**src/rtl/leg_ctrl_pkg.sv**
```systemverilog
// Shared types and constants for the LEG instruction sequencer.
package leg_ctrl_pkg;

  localparam int OP_IMM_A    = 7;
  localparam int OP_IMM_B    = 6;
  localparam int OP_COND     = 5;
  localparam int ALU_OP_W    = 3;
  localparam int INSTR_BYTES = 4;

  typedef enum logic [3:0] {
    S_IDLE,
    S_FETCH,
    S_DECODE,
    S_RD_A,
    S_RD_A_W,
    S_RD_B,
    S_RD_B_W,
    S_EXEC,
    S_RETIRE
  } state_e;

endpackage

```
**src/rtl/leg_operand_mode_decode.sv**
```systemverilog
// Opcode classification: which operands come from the register file, and branch vs ALU class.
module leg_operand_mode_decode
  import leg_ctrl_pkg::*;
(
  input  logic [7:0] opcode,
  output logic       need_rd_a,
  output logic       need_rd_b,
  output logic       is_cond
);

  assign need_rd_a = !opcode[OP_IMM_A];
  assign need_rd_b = !opcode[OP_IMM_B];
  assign is_cond   = opcode[OP_COND];

  // Reserved and ALU-op bits play no part in the operand mode.
  logic unused_bits;
  assign unused_bits = ^opcode[4:0];

endmodule

```
**src/rtl/leg_instr_sequencer.sv**
```systemverilog
// Multi-cycle LEG control FSM: byte-wide fetch, up to two shared-port register reads,
// ALU/condition capture, then writeback or branch.
module leg_instr_sequencer
  import leg_ctrl_pkg::*;
#(
  parameter logic [7:0] PC_RESET = 8'h00,
  parameter int         REG_AW   = 3
) (
  input  logic              clk,
  input  logic              rst,
  input  logic              run,
  output logic              prog_req,
  output logic [7:0]        prog_addr,
  input  logic              prog_ack,
  input  logic [7:0]        prog_data,
  output logic              reg_rd_en,
  output logic [REG_AW-1:0] reg_rd_addr,
  input  logic [7:0]        reg_rd_data,
  output logic [2:0]        alu_op,
  output logic [7:0]        alu_a,
  output logic [7:0]        alu_b,
  input  logic [7:0]        alu_result,
  input  logic              cond_true,
  output logic              reg_wr_en,
  output logic [REG_AW-1:0] reg_wr_addr,
  output logic [7:0]        reg_wr_data,
  output logic [7:0]        pc,
  output logic              busy,
  output logic              instr_done
);

  state_e state_q, state_d;
  logic [1:0] idx_q;
  logic [INSTR_BYTES-1:0][7:0] instr_q;
  logic taken_q;
  logic need_rd_a, need_rd_b, is_cond;

  logic [7:0] opcode, arg1, arg2, dest;
  assign opcode = instr_q[0];
  assign arg1   = instr_q[1];
  assign arg2   = instr_q[2];
  assign dest   = instr_q[3];

  leg_operand_mode_decode u_mode (
    .opcode    (opcode),
    .need_rd_a (need_rd_a),
    .need_rd_b (need_rd_b),
    .is_cond   (is_cond)
  );

  always_ff @(posedge clk or negedge rst) begin
    if (!rst) state_q <= S_IDLE;
    else      state_q <= state_d;
  end

  always_comb begin
    state_d    = state_q;
    prog_req   = 1'b0;
    reg_rd_en  = 1'b0;
    reg_wr_en  = 1'b0;
    instr_done = 1'b0;
    busy       = 1'b1;
    case (state_q)
      S_IDLE: begin
        busy = 1'b0;
        if (run) state_d = S_FETCH;
      end
      S_FETCH: begin
        prog_req = 1'b1;
        if (prog_ack && idx_q == 2'd3) state_d = S_DECODE;
      end
      S_DECODE: begin
        if (need_rd_a)      state_d = S_RD_A;
        else if (need_rd_b) state_d = S_RD_B;
        else                state_d = S_EXEC;
      end
      S_RD_A: begin
        reg_rd_en = 1'b1;
        state_d   = S_RD_A_W;
      end
      S_RD_A_W: state_d = need_rd_b ? S_RD_B : S_EXEC;
      S_RD_B: begin
        reg_rd_en = 1'b1;
        state_d   = S_RD_B_W;
      end
      S_RD_B_W: state_d = S_EXEC;
      S_EXEC:   state_d = S_RETIRE;
      S_RETIRE: begin
        reg_wr_en  = !is_cond;
        instr_done = 1'b1;
        state_d    = run ? S_FETCH : S_IDLE;
      end
      default: state_d = S_IDLE;
    endcase
  end

  assign prog_addr   = pc + {6'd0, idx_q};
  assign reg_rd_addr = (state_q == S_RD_B) ? arg2[REG_AW-1:0] : arg1[REG_AW-1:0];
  assign reg_wr_addr = dest[REG_AW-1:0];
  assign alu_op      = opcode[ALU_OP_W-1:0];

  always_ff @(posedge clk or negedge rst) begin
    if (!rst) begin
      pc          <= PC_RESET;
      idx_q       <= 2'd0;
      instr_q     <= '0;
      alu_a       <= 8'h00;
      alu_b       <= 8'h00;
      reg_wr_data <= 8'h00;
      taken_q     <= 1'b0;
    end else begin
      case (state_q)
        S_IDLE: idx_q <= 2'd0;
        S_FETCH: if (prog_ack) begin
          instr_q[idx_q] <= prog_data;
          idx_q          <= idx_q + 2'd1;
        end
        S_DECODE: begin
          if (opcode[OP_IMM_A]) alu_a <= arg1;
          if (opcode[OP_IMM_B]) alu_b <= arg2;
        end
        S_RD_A_W: alu_a <= reg_rd_data;
        S_RD_B_W: alu_b <= reg_rd_data;
        S_EXEC: begin
          reg_wr_data <= alu_result;
          taken_q     <= cond_true;
        end
        S_RETIRE: begin
          idx_q <= 2'd0;
          pc    <= (is_cond && taken_q) ? dest : pc + 8'd4;
        end
        default: ;
      endcase
    end
  end

endmodule
```
**config.mk**
```make
export PLATFORM = sky130hd
export DESIGN_NAME = leg_instr_sequencer
export DESIGN_NICKNAME = d
export VERILOG_FILES = /design/src/rtl/leg_ctrl_pkg.sv /design/src/rtl/leg_operand_mode_decode.sv /design/src/rtl/leg_instr_sequencer.sv
export SDC_FILE = /design/constraint.sdc
export NUM_CORES = 1
export LEC_CHECK = 0
export ABC_AREA = 1
export BUFFER_PORTS_ARGS = -buffer_cell sky130_fd_sc_hd__buf_4
export CAP_MARGIN = 10
export CORE_ASPECT_RATIO = 2
export CORE_MARGIN = 2
export CORE_UTILIZATION = 54
export DETAILED_ROUTE_END_ITERATION = 10
export PLACE_DENSITY = 0.8
export SETUP_SLACK_MARGIN = 0.05
export SYNTH_ARGS = -nofsm -noshare
export SYNTH_HDL_FRONTEND = slang
export SYNTH_HIERARCHICAL = 1
export SYNTH_SLANG_ARGS = --single-unit
```
**constraint.sdc**
```tcl
create_clock -name clk -period 2.4 [get_ports clk]
set_clock_uncertainty 0.1 [all_clocks]
set_input_delay 0.48 -clock clk [delete_from_list [all_inputs] [get_ports clk]]
set_output_delay 0.48 -clock clk [all_outputs]
set_load 0.01 [all_outputs]
```
==> flow_summary.ini <==
[synth]
synthCells = 453
synth_area_per_cell_um2 = 7.85
synth_area_um2 = 3550
yosysWarnings = 6
syn_nets = 490

[clocking]
clockBufferDepth = 2
numCtsBuffers = 9
clk_pin_slew_ns = 0.05
clock_sinks = 69
cts_hold_buf = 0
insertion_delay_ns = 0.33
root_buffer = clkbuf_16
cts_tree = yes
htreeDepth = 3

[grt]
grt.met1_usage = 0.280
antenna_found_initial = 0
grtUsageTotal = 0.265
grt_use_met3 = 0.0481
busiest_layer = met2
overflow = 0
grt_max_degree = 70
grt_use_met2 = 0.468
grt_pass1_vias = 3223
grt_pass1_wl_um = 14600

[route]
drtIter0Drc = 147
drtAntennaViolNets = 0
vias_per_cell = 5.02
routed_wl_um = 8710
drc = 0
drt_pre_antenna_iters = 4
post_drt_wl_per_cell_um = 13.9
via_count = 3145

[die]
die_height_um = 119
fp-row-count = 41
die_w_um = 61.4
start_util = 0.559
core_area_um2 = 6360
dieArea_um2 = 7290
io-pin-count = 83

[timing]
finalCriticalPeriod_ns = 2.31
tightest_slew_ns = 0.865
slew_violations = 0
period_share = 0.963
fmax_mhz = 433
slew_headroom = 0.424
rsz0062_at_grt = yes
setup-violations-final = 0
hold_viol_final = 0
tns_ns = 0

[layout]
drive_gt1_frac = 0.243
fin_nets = 573
postLayoutCoreUtil = 0.706
n_antenna_cell = 0
areaGrowthSynthToFinish_pct = 26.4
stdcell_count = 626

[setup_path]
crit_arrival_ns = 1.73
critPathKind = reg2out
critPathMaxFanout = 3
crit_required_ns = 1.82
end_kind = output pin
start_kind = register

[outcome]
outcome = complete, no violations

[placement]
routabilityCongestion = 0.880
dp.cells = 608
post-dp-hpwl_um = 6620
port_buffers = 82

[power]
p_leak_nw = 2.48
peakVddDrop_uv = 714
p_per_area_nw_per_um2 = 1280

[min_path]
min_path_type = in2async

[run]
cap_violations = 0
==> layout by cell type (no fill, tap or decap), drive strengths merged <==
cell,instances
o22ai,1
nand2,183
mux2,1
buf,87
clkinv,3
inv,53
a31oi,1
ha,7
dfrtp,69
xor2,4
nand3,26
a21oi,3
fa,1
o21ai,57
nand3b,1
clkbuf,13
nand4,2
xnor2,1
nor3,1
nor2,26
==> what timing repair did <==
action | in CTS | in global routing
gates resized for setup | 5 | 6
pin swaps | 3 | 3
setup buffers | 3 | 0
setup endpoints to repair | 4 | 9
==> path summary, 6_finish.rpt <==
check / depth (start not counted) / to / startpoint / slack, ns
max: 6 / prog_addr[6] / idx_q[0] / 0.09
max reg2reg: 5 / alu_a[2] / state_q[0] / 0.66
min reg2reg: 2 / alu_a[1] / alu_a[1] / 0.38
min: 1 / arg2[2] / rst / 0.17
max in group asynchronous: 1 / state_q[1] / rst / 1.42
min in group clk: 3 / reg_wr_data[7] / alu_result[7] / 0.25
==> flip-flops by register name (all words and copies together), names as in the netlist <==
name	cells
dest	8
opcode	6
reg_wr_data	8
idx_q	2
state_q	4
alu_a	8
taken_q	1
alu_b	8
arg2	8
arg1	8
pc	8
==> metrics by stage <==
step | cell area (um^2) | power [mW] | hold slack (ns) | setup slack [ns]
after CTS | 4470 | 5.75 | 0.198 | 0.0142
after global placement | 4170 | 4.45 | 0.365 | 0.322
final | 4490 | 5.73 | 0.168 | 0.0883
after global routing | 4490 | 6.19 | 0.244 | 0.0351
after floorplan | 3550 | 3.54 | 0.0844 | 0.420
after detailed placement | 4170 | 4.53 | 0.367 | 0.255
==> critical path, stage by stage (launching register included) <==
cell and delay, ns:
dfrtp_1 0.39, ha_4 0.16, inv_2 0.04, fa_2 0.38, nor2_2 0.12, xor2_1 0.17
buf_4 0.14
==> final cells by class <==
cell class / count / area (um^2)
well taps: 86 / 108
repair buffers: 87 / 657
clock buffers: 13 / 250
multi-input cells: 315 / 1540
clock inverters: 2 / 10.0
inverters: 54 / 203
fillers: 573 / 1870
flip-flops and latches: 69 / 1730
==> layer usage <==
layer	vias to the layer above	part of all wire
met3	30	0.036
met5	-	0
met1	1454	0.36
li1	1571	-
met2	90	0.55
met4	0	0.046
==> where the power goes <==
part	total, mW	internal (mW)	leakage, nW	switching [mW]
clock	1.17	0.718	0.129	0.447
sequential	2.05	1.68	0.861	0.370
combinational	2.52	1.05	1.49	1.47
total	5.73	3.45	2.48	2.29
No activity file was read; power rests on OpenSTA's default activity.
